## src/rtl/cfg_pkg.sv

```systemverilog
// Shared types and constants for the configuration readback path.
// CFG_W_DEF is the default per-cell configuration word width.
package cfg_pkg;

  localparam int         CFG_W_DEF = 33;
  localparam logic [7:0] SYNC_BYTE = 8'hA5;
  localparam logic [7:0] CRC_POLY  = 8'h07;

  typedef enum logic [2:0] {
    IDLE,
    SYNC,
    COUNT,
    DATA,
    CRC
  } rb_state_t;

endpackage

```

## src/rtl/crc8_serial.sv

```systemverilog
// Bit-serial CRC-8 (poly 0x07, init 0, no reflection, no final XOR).
// Exists only when CFG_READBACK_CRC_EN is defined.
`ifdef CFG_READBACK_CRC_EN
module crc8_serial
  import cfg_pkg::*;
(
  input  logic       clk,
  input  logic       rst_n,
  input  logic       i_clr,
  input  logic       i_en,
  input  logic       i_bit,
  output logic [7:0] o_crc
);

  logic [7:0] r_crc;
  logic       w_fb;

  assign w_fb  = r_crc[7] ^ i_bit;
  assign o_crc = r_crc;

  // Shift in one message bit per enable; clear restarts the frame.
  always_ff @(posedge clk or negedge rst_n) begin
    if (!rst_n) begin
      r_crc <= '0;
    end else if (i_clr) begin
      r_crc <= '0;
    end else if (i_en) begin
      r_crc <= {r_crc[6:0], 1'b0} ^ (w_fb ? CRC_POLY : 8'h00);
    end
  end

endmodule
`endif

```

## src/rtl/cfg_readback.sv

```systemverilog
// Snapshots every cell's config word and streams a framed bitstream.
// Optional CRC-8 trailer enabled by CFG_READBACK_CRC_EN.
module cfg_readback
  import cfg_pkg::*;
#(
  parameter int NUM_CELLS = 16,
  parameter int CFG_W     = CFG_W_DEF
) (
  input  logic                       clk,
  input  logic                       rst,
  input  logic [NUM_CELLS*CFG_W-1:0] cfg_bus,
  input  logic                       start,
  output logic                       sout,
  output logic                       sout_valid,
  input  logic                       sout_ready,
  output logic                       busy,
  output logic                       done
);

  localparam int TOT = NUM_CELLS * CFG_W;
  localparam int IW  = $clog2(TOT);
  localparam int BW  =
    ($clog2(CFG_W) > 3) ? $clog2(CFG_W) : 3;

  localparam logic [7:0]    CNT_BYTE  = 8'(NUM_CELLS);
  localparam logic [BW-1:0] LAST_BIT  = BW'(CFG_W - 1);
  localparam logic [BW-1:0] BYTE_LAST = BW'(7);
  localparam logic [7:0]    LAST_CELL = 8'(NUM_CELLS - 1);

  rb_state_t     r_state;
  rb_state_t     w_state_nx;
  logic [BW-1:0] r_bit;
  logic [BW-1:0] w_bit_nx;
  logic [7:0]    r_cell;
  logic [7:0]    w_cell_nx;
  logic          r_done;
  logic          w_done_nx;
  logic [TOT-1:0] r_shadow;

  logic          w_acc;
  logic          w_start;
  logic          w_byte_end;
  logic [2:0]    w_bsel;
  logic [IW-1:0] w_pos;

  assign sout_valid = (r_state != IDLE);
  assign busy       = (r_state != IDLE);
  assign done       = r_done;

  assign w_acc      = sout_valid & sout_ready;
  assign w_start    = start & (r_state == IDLE);
  assign w_byte_end = (r_bit == BYTE_LAST);
  assign w_bsel     = ~r_bit[2:0];
  assign w_pos      = IW'(32'(r_cell) * CFG_W
                    + (CFG_W - 1) - 32'(r_bit));

`ifdef CFG_READBACK_CRC_EN
  logic [7:0] w_crc;
  logic       w_crc_en;

  assign w_crc_en = w_acc & (r_state != CRC);

  crc8_serial u_crc (
    .clk   (clk),
    .rst_n (rst),
    .i_clr (w_start),
    .i_en  (w_crc_en),
    .i_bit (sout),
    .o_crc (w_crc)
  );
`endif

  // Select the current frame bit, MSB first within each field.
  always_comb begin
    sout = 1'b0;
    case (r_state)
      SYNC:    sout = SYNC_BYTE[w_bsel];
      COUNT:   sout = CNT_BYTE[w_bsel];
      DATA:    sout = r_shadow[w_pos];
`ifdef CFG_READBACK_CRC_EN
      CRC:     sout = w_crc[w_bsel];
`endif
      default: sout = 1'b0;
    endcase
  end

  // Frame sequencing; counters only advance on an accepted bit.
  always_comb begin
    w_state_nx = r_state;
    w_bit_nx   = r_bit;
    w_cell_nx  = r_cell;
    w_done_nx  = 1'b0;
    case (r_state)
      IDLE: begin
        if (start) w_state_nx = SYNC;
      end
      SYNC: begin
        if (w_acc) begin
          w_bit_nx = w_byte_end ? '0 : r_bit + BW'(1);
          if (w_byte_end) w_state_nx = COUNT;
        end
      end
      COUNT: begin
        if (w_acc) begin
          w_bit_nx = w_byte_end ? '0 : r_bit + BW'(1);
          if (w_byte_end) w_state_nx = DATA;
        end
      end
      DATA: begin
        if (w_acc) begin
          if (r_bit == LAST_BIT) begin
            w_bit_nx = '0;
            if (r_cell == LAST_CELL) begin
              w_cell_nx = '0;
`ifdef CFG_READBACK_CRC_EN
              w_state_nx = CRC;
`else
              w_state_nx = IDLE;
              w_done_nx  = 1'b1;
`endif
            end else begin
              w_cell_nx = r_cell + 8'd1;
            end
          end else begin
            w_bit_nx = r_bit + BW'(1);
          end
        end
      end
`ifdef CFG_READBACK_CRC_EN
      CRC: begin
        if (w_acc) begin
          w_bit_nx = w_byte_end ? '0 : r_bit + BW'(1);
          if (w_byte_end) begin
            w_state_nx = IDLE;
            w_done_nx  = 1'b1;
          end
        end
      end
`endif
      default: w_state_nx = IDLE;
    endcase
  end

  // State, counters and done pulse registers.
  always_ff @(posedge clk or negedge rst) begin
    if (!rst) begin
      r_state <= IDLE;
      r_bit   <= '0;
      r_cell  <= '0;
      r_done  <= 1'b0;
    end else begin
      r_state <= w_state_nx;
      r_bit   <= w_bit_nx;
      r_cell  <= w_cell_nx;
      r_done  <= w_done_nx;
    end
  end

  // Shadow copy of the whole bus, taken when a frame starts.
  always_ff @(posedge clk or negedge rst) begin
    if (!rst) begin
      r_shadow <= '0;
    end else if (w_start) begin
      r_shadow <= cfg_bus;
    end
  end

endmodule
```

## config.mk

```make
export PLATFORM = sky130hd
export DESIGN_NAME = cfg_readback
export DESIGN_NICKNAME = d
export VERILOG_FILES = /design/src/rtl/cfg_pkg.sv /design/src/rtl/crc8_serial.sv /design/src/rtl/cfg_readback.sv
export SDC_FILE = /design/constraint.sdc
export NUM_CORES = 1
export LEC_CHECK = 0
export BUFFER_PORTS_ARGS = -buffer_cell sky130_fd_sc_hd__buf_2
export CORE_ASPECT_RATIO = 2
export CORE_MARGIN = 4
export CORE_UTILIZATION = 35
export DETAILED_ROUTE_END_ITERATION = 8
export GPL_TIMING_DRIVEN = 0
export PLACE_DENSITY_LB_ADDON = 0.2
export SLEW_MARGIN = 0
export SYNTH_ARGS = -nofsm -noshare
export SYNTH_HDL_FRONTEND = slang
export SYNTH_SLANG_ARGS = --single-unit
```

## constraint.sdc

```tcl
create_clock -name clk -period 11.2 [get_ports clk]
set_input_delay 0 -clock clk [delete_from_list [all_inputs] [get_ports clk]]
set_output_delay 0 -clock clk [all_outputs]
set_load 0.01 [all_outputs]
```

==> impl_metrics.csv <==
group,metric,value,unit
clock_network,clockBufferDepth,3,
critical_path,r2r-start,"r_state[0]$_DFFE_PN0P_",
logic_synthesis,synth-edff-count,0,
global_route,grtUsageMet3,0.0386,
layout,seq_area,13600,um^2
layout,fin_util,0.509,
clock_network,cts_htree_levels,2,
die,die_h,389,um
logic_synthesis,synthAdderAreaFrac,0.0205,
pwr,vdd_ir_drop_max,196,uV
critical_path,required,11.20,ns
critical_path,r2r_slack,8.04,ns
clock_network,clock_latency,0.62,ns
global_route,grt_overflow,0,
critical_path,cp.buffers_inverters,6,
job,drv_cap,0,
critical_path,crit_family,"buffers and inverters",
logic_synthesis,netlist_instances,1645,
global_route,grt_pass1_vias,22500,
die,initial_utilization,0.354,
logic_synthesis,synth_compound_area_frac,0.0277,
placed_design,gp_congestion,0.836,
clock_network,clock-root-buffer,"clkbuf_16",
hold_path,hold_end,"r_shadow[404]$_DFFE_PN0P_",
critical_path,worstSetupPathType,"register to primary output",
hold_path,hold_path.startpoint,"cfg_bus[404]",
logic_synthesis,yosysTopAreaCell,"dfrtp_1",
logic_synthesis,synth-xor-area-share,0.00472,
logic_synthesis,ys_top_cells_by_area,"dfrtp_1 (54%), mux2_2 (24%), mux4_2 (12%), ha_1 (1.8%), clkbuf_1 (0.94%)",
layout,layout.cells.non_filler,3742,
layout,layout.nets,3345,
timing,fin_crit,6.91,ns
logic_synthesis,yosysMostFrequentCell,"dfrtp_1",
timing,whs,0.148,ns
hold_path,hp-class,"input pin to register",
logic_synthesis,syn_avg_cell_area,15.5,um^2
critical_path,start_kind,"register",
timing,worstMarginPinSlew,1.36,ns
logic_synthesis,ys_seq_area_frac,0.536,
placed_design,port_buffers,535,
timing,clock_skew,0.0212,ns
logic_synthesis,synth_seq_cells,545,
routing,post_drt_wl_per_cell,24.9,um
logic_synthesis,yosys.area_share.simple,0.0244,
layout,multiInputGateArea,11200,um^2
die,die_w,199,um
timing,hold_viol,0,
critical_path,end_kind,"primary output",
placed_design,dp_worst_setup_slack,4.56,ns
timing,rsz0062_at_grt,"false",
logic_synthesis,synth_top_area_share,0.536,
timing,max_freq,145,MHz
critical_path,cpPeakStageDelay,0.88,ns
logic_synthesis,yosysWarnings,0,
critical_path,cp.arrival,6.91,ns
logic_synthesis,synthTopCellsByCount,"dfrtp_1 (545), mux2_2 (534), mux4_2 (134), clkbuf_1 (64), nand2_1 (47)",
logic_synthesis,synth_area,25500,um^2
critical_path,cp_cell_sequence,"inv_1 -> ha_1 -> fa_1 -> ha_1 -> ha_1 -> fa_1 -> buf_2 -> inv_1 -> clkbuf_1 -> buf_2 -> mux2i_1 -> o21ai_0 -> a31oi_1 -> a211oi_1 -> o311ai_1 -> a311oi_1 -> buf_2",
critical_path,crit_fanout,10,
hold_path,whs_path_depth,3,
layout,fillCellCount,6282,
routing,drt-vias-per-instance,5.05,
routing,firstDrtPassIters,4,
routing,ant_nets,0,
routing,drt_iter0_drc,612,
die,design.core.area,72000,um^2
clock_network,numCtsBuffers,53,
timing,slew_headroom,0.0902,
routing,via_count,18900,
global_route,grt_use_met2,0.450,
logic_synthesis,syn-num-nets,2217,
clock_network,clock-sinks,545,
clock_network,clk_pin_slew,0.07,ns
global_route,grt_max_degree,120,
timing,finalMaxSlewViolations,0,
global_route,grt_antenna_before_repair,13,
timing,fin_crit_sh,0.617,
layout,area_growth,43.9,%
layout,drive_above_1_share,0.479,
critical_path,critPathSlowestCell,"clkbuf_1",
critical_path,r2r_cells,6,
global_route,busiest_layer,"met2",
pwr,p_per_area,328,nW/um^2
placed_design,dp_hpwl,70.2,mm
die,rows,139,
global_route,grt_pass1_wl,139,mm
pwr,leakage,16.2,nW
placed_design,place_area,29400,um^2
timing,fin_ws,4.29,ns
clock_network,cts_tree,"done",
placed_design,placed_cells,3101,
logic_synthesis,synth_mux_area_frac,0.362,
logic_synthesis,async_reset_ff_frac,1.00,
clock_network,cts_setup_buffers,0,
die,dieArea,77400,um^2
logic_synthesis,yosys_most_used_dff,"dfrtp_1",
logic_synthesis,synth_cell_type_count,53,
status,status,"completed",
global_route,grtUsageTotal,0.239,
logic_synthesis,synth_top_family_by_area,"multiplexers",
global_route,met1_usage,0.272,
layout,fin_area,36600,um^2
timing,setup_violations,0,
routing,drc_errors,0,
die,io_pins,536,
routing,wirelength,93.3,mm
critical_path,reg2reg_to,"r_shadow[253]$_DFFE_PN0P_",
final cells by class:
cell class / count / share of cell area
Sequential cell: 545 / 0.372
Multi-Input combinational cell: 972 / 0.305
Timing Repair Buffer: 1073 / 0.223
Clock buffer: 74 / 0.0425
Tap cell: 916 / 0.0313
Buffer: 111 / 0.0159
Clock inverter: 23 / 0.00724
Inverter: 17 / 0.00174
Antenna cell: 11 / 0.000751
power by group:
part / leakage (nW) / total [mW] / switching (mW) / internal, mW
registers: 6.48 / 3.49 / 0.523 / 2.97
logic: 8.81 / 6.62 / 3.60 / 3.02
clock network: 0.909 / 1.90 / 0.815 / 1.09
total: 16.2 / 12.0 / 4.94 / 7.07
cell usage in the layout (no fill, tap or decap), types with 13 or more instances in the layout:
cell and n:
clkinv_2 13, clkbuf_16 54, dlygate4sd3_1 532, inv_1 17, clkbuf_8 13, nand2_1 47
clkbuf_1 71, o21ai_0 16, buf_6 13, ha_1 37, nor2_1 21, mux2_2 534
a21oi_1 25, dfrtp_1 545, nand3_1 22, mux4_2 134, mux2i_1 18, a22oi_1 18
buf_2 552
worst register-to-register path, stage by stage (launching register included):
cell	delay, ns
dfrtp_1	0.39
inv_1	0.09
ha_1	0.27
nand2_1	0.37
clkbuf_1	0.88
clkbuf_1	0.63
mux2_2	0.42
cell families after synthesis:
kind of cell,count (synthesis)
compound gates,103
xor+xnor,12
fa+ha+maj,40
buf+inv,128
flops,545
mux,686
simple gates,131
worst max-delay path by stage:
stage,from,end,slack (ns),cells past startpoint
2_1_floorplan,r_bit[0]$_DFFE_PN0P_,sout,7.16,15
3_3_place_gp,rst,done$_DFF_PN0_,-1.03,1
3_5_place_dp,r_bit[0]$_DFFE_PN0P_,sout,4.56,17
4_1_cts,r_bit[0]$_DFFE_PN0P_,sout,3.87,17
5_1_grt,r_bit[0]$_DFFE_PN0P_,sout,3.88,17
6_report,r_bit[0]$_DFFE_PN0P_,sout,4.29,17
timing repair:
action / CTS / global route
setup endpoints to repair: 0 / 0
hold buffers: 533 / 0
endpoints found under the hold margin: 680 / 0
gates resized for setup: 0 / 0
sequential cells by signal, indices dropped and copies added, names as in the netlist:
| signal | cells |
|---|---|
| r_shadow | 528 |
| r_cell | 8 |
| r_bit | 6 |
| r_state | 2 |
| done | 1 |
per-stage QoR:
stage          TNS (ns)  total power, mW
2_1_floorplan         0             7.45
3_3_place_gp    -480.35             9.98
3_5_place_dp          0             10.2
4_1_cts               0             12.2
5_1_grt               0             12.7
6_report              0             12.0
layer usage:
layer | vias to the layer above | wire, um
met1 | 9699 | 34800
met5 | - | 27
met4 | 4 | 3310
li1 | 8405 | -
met2 | 631 | 50300
met3 | 164 | 4830
Power figures use the tool's default switching activity.
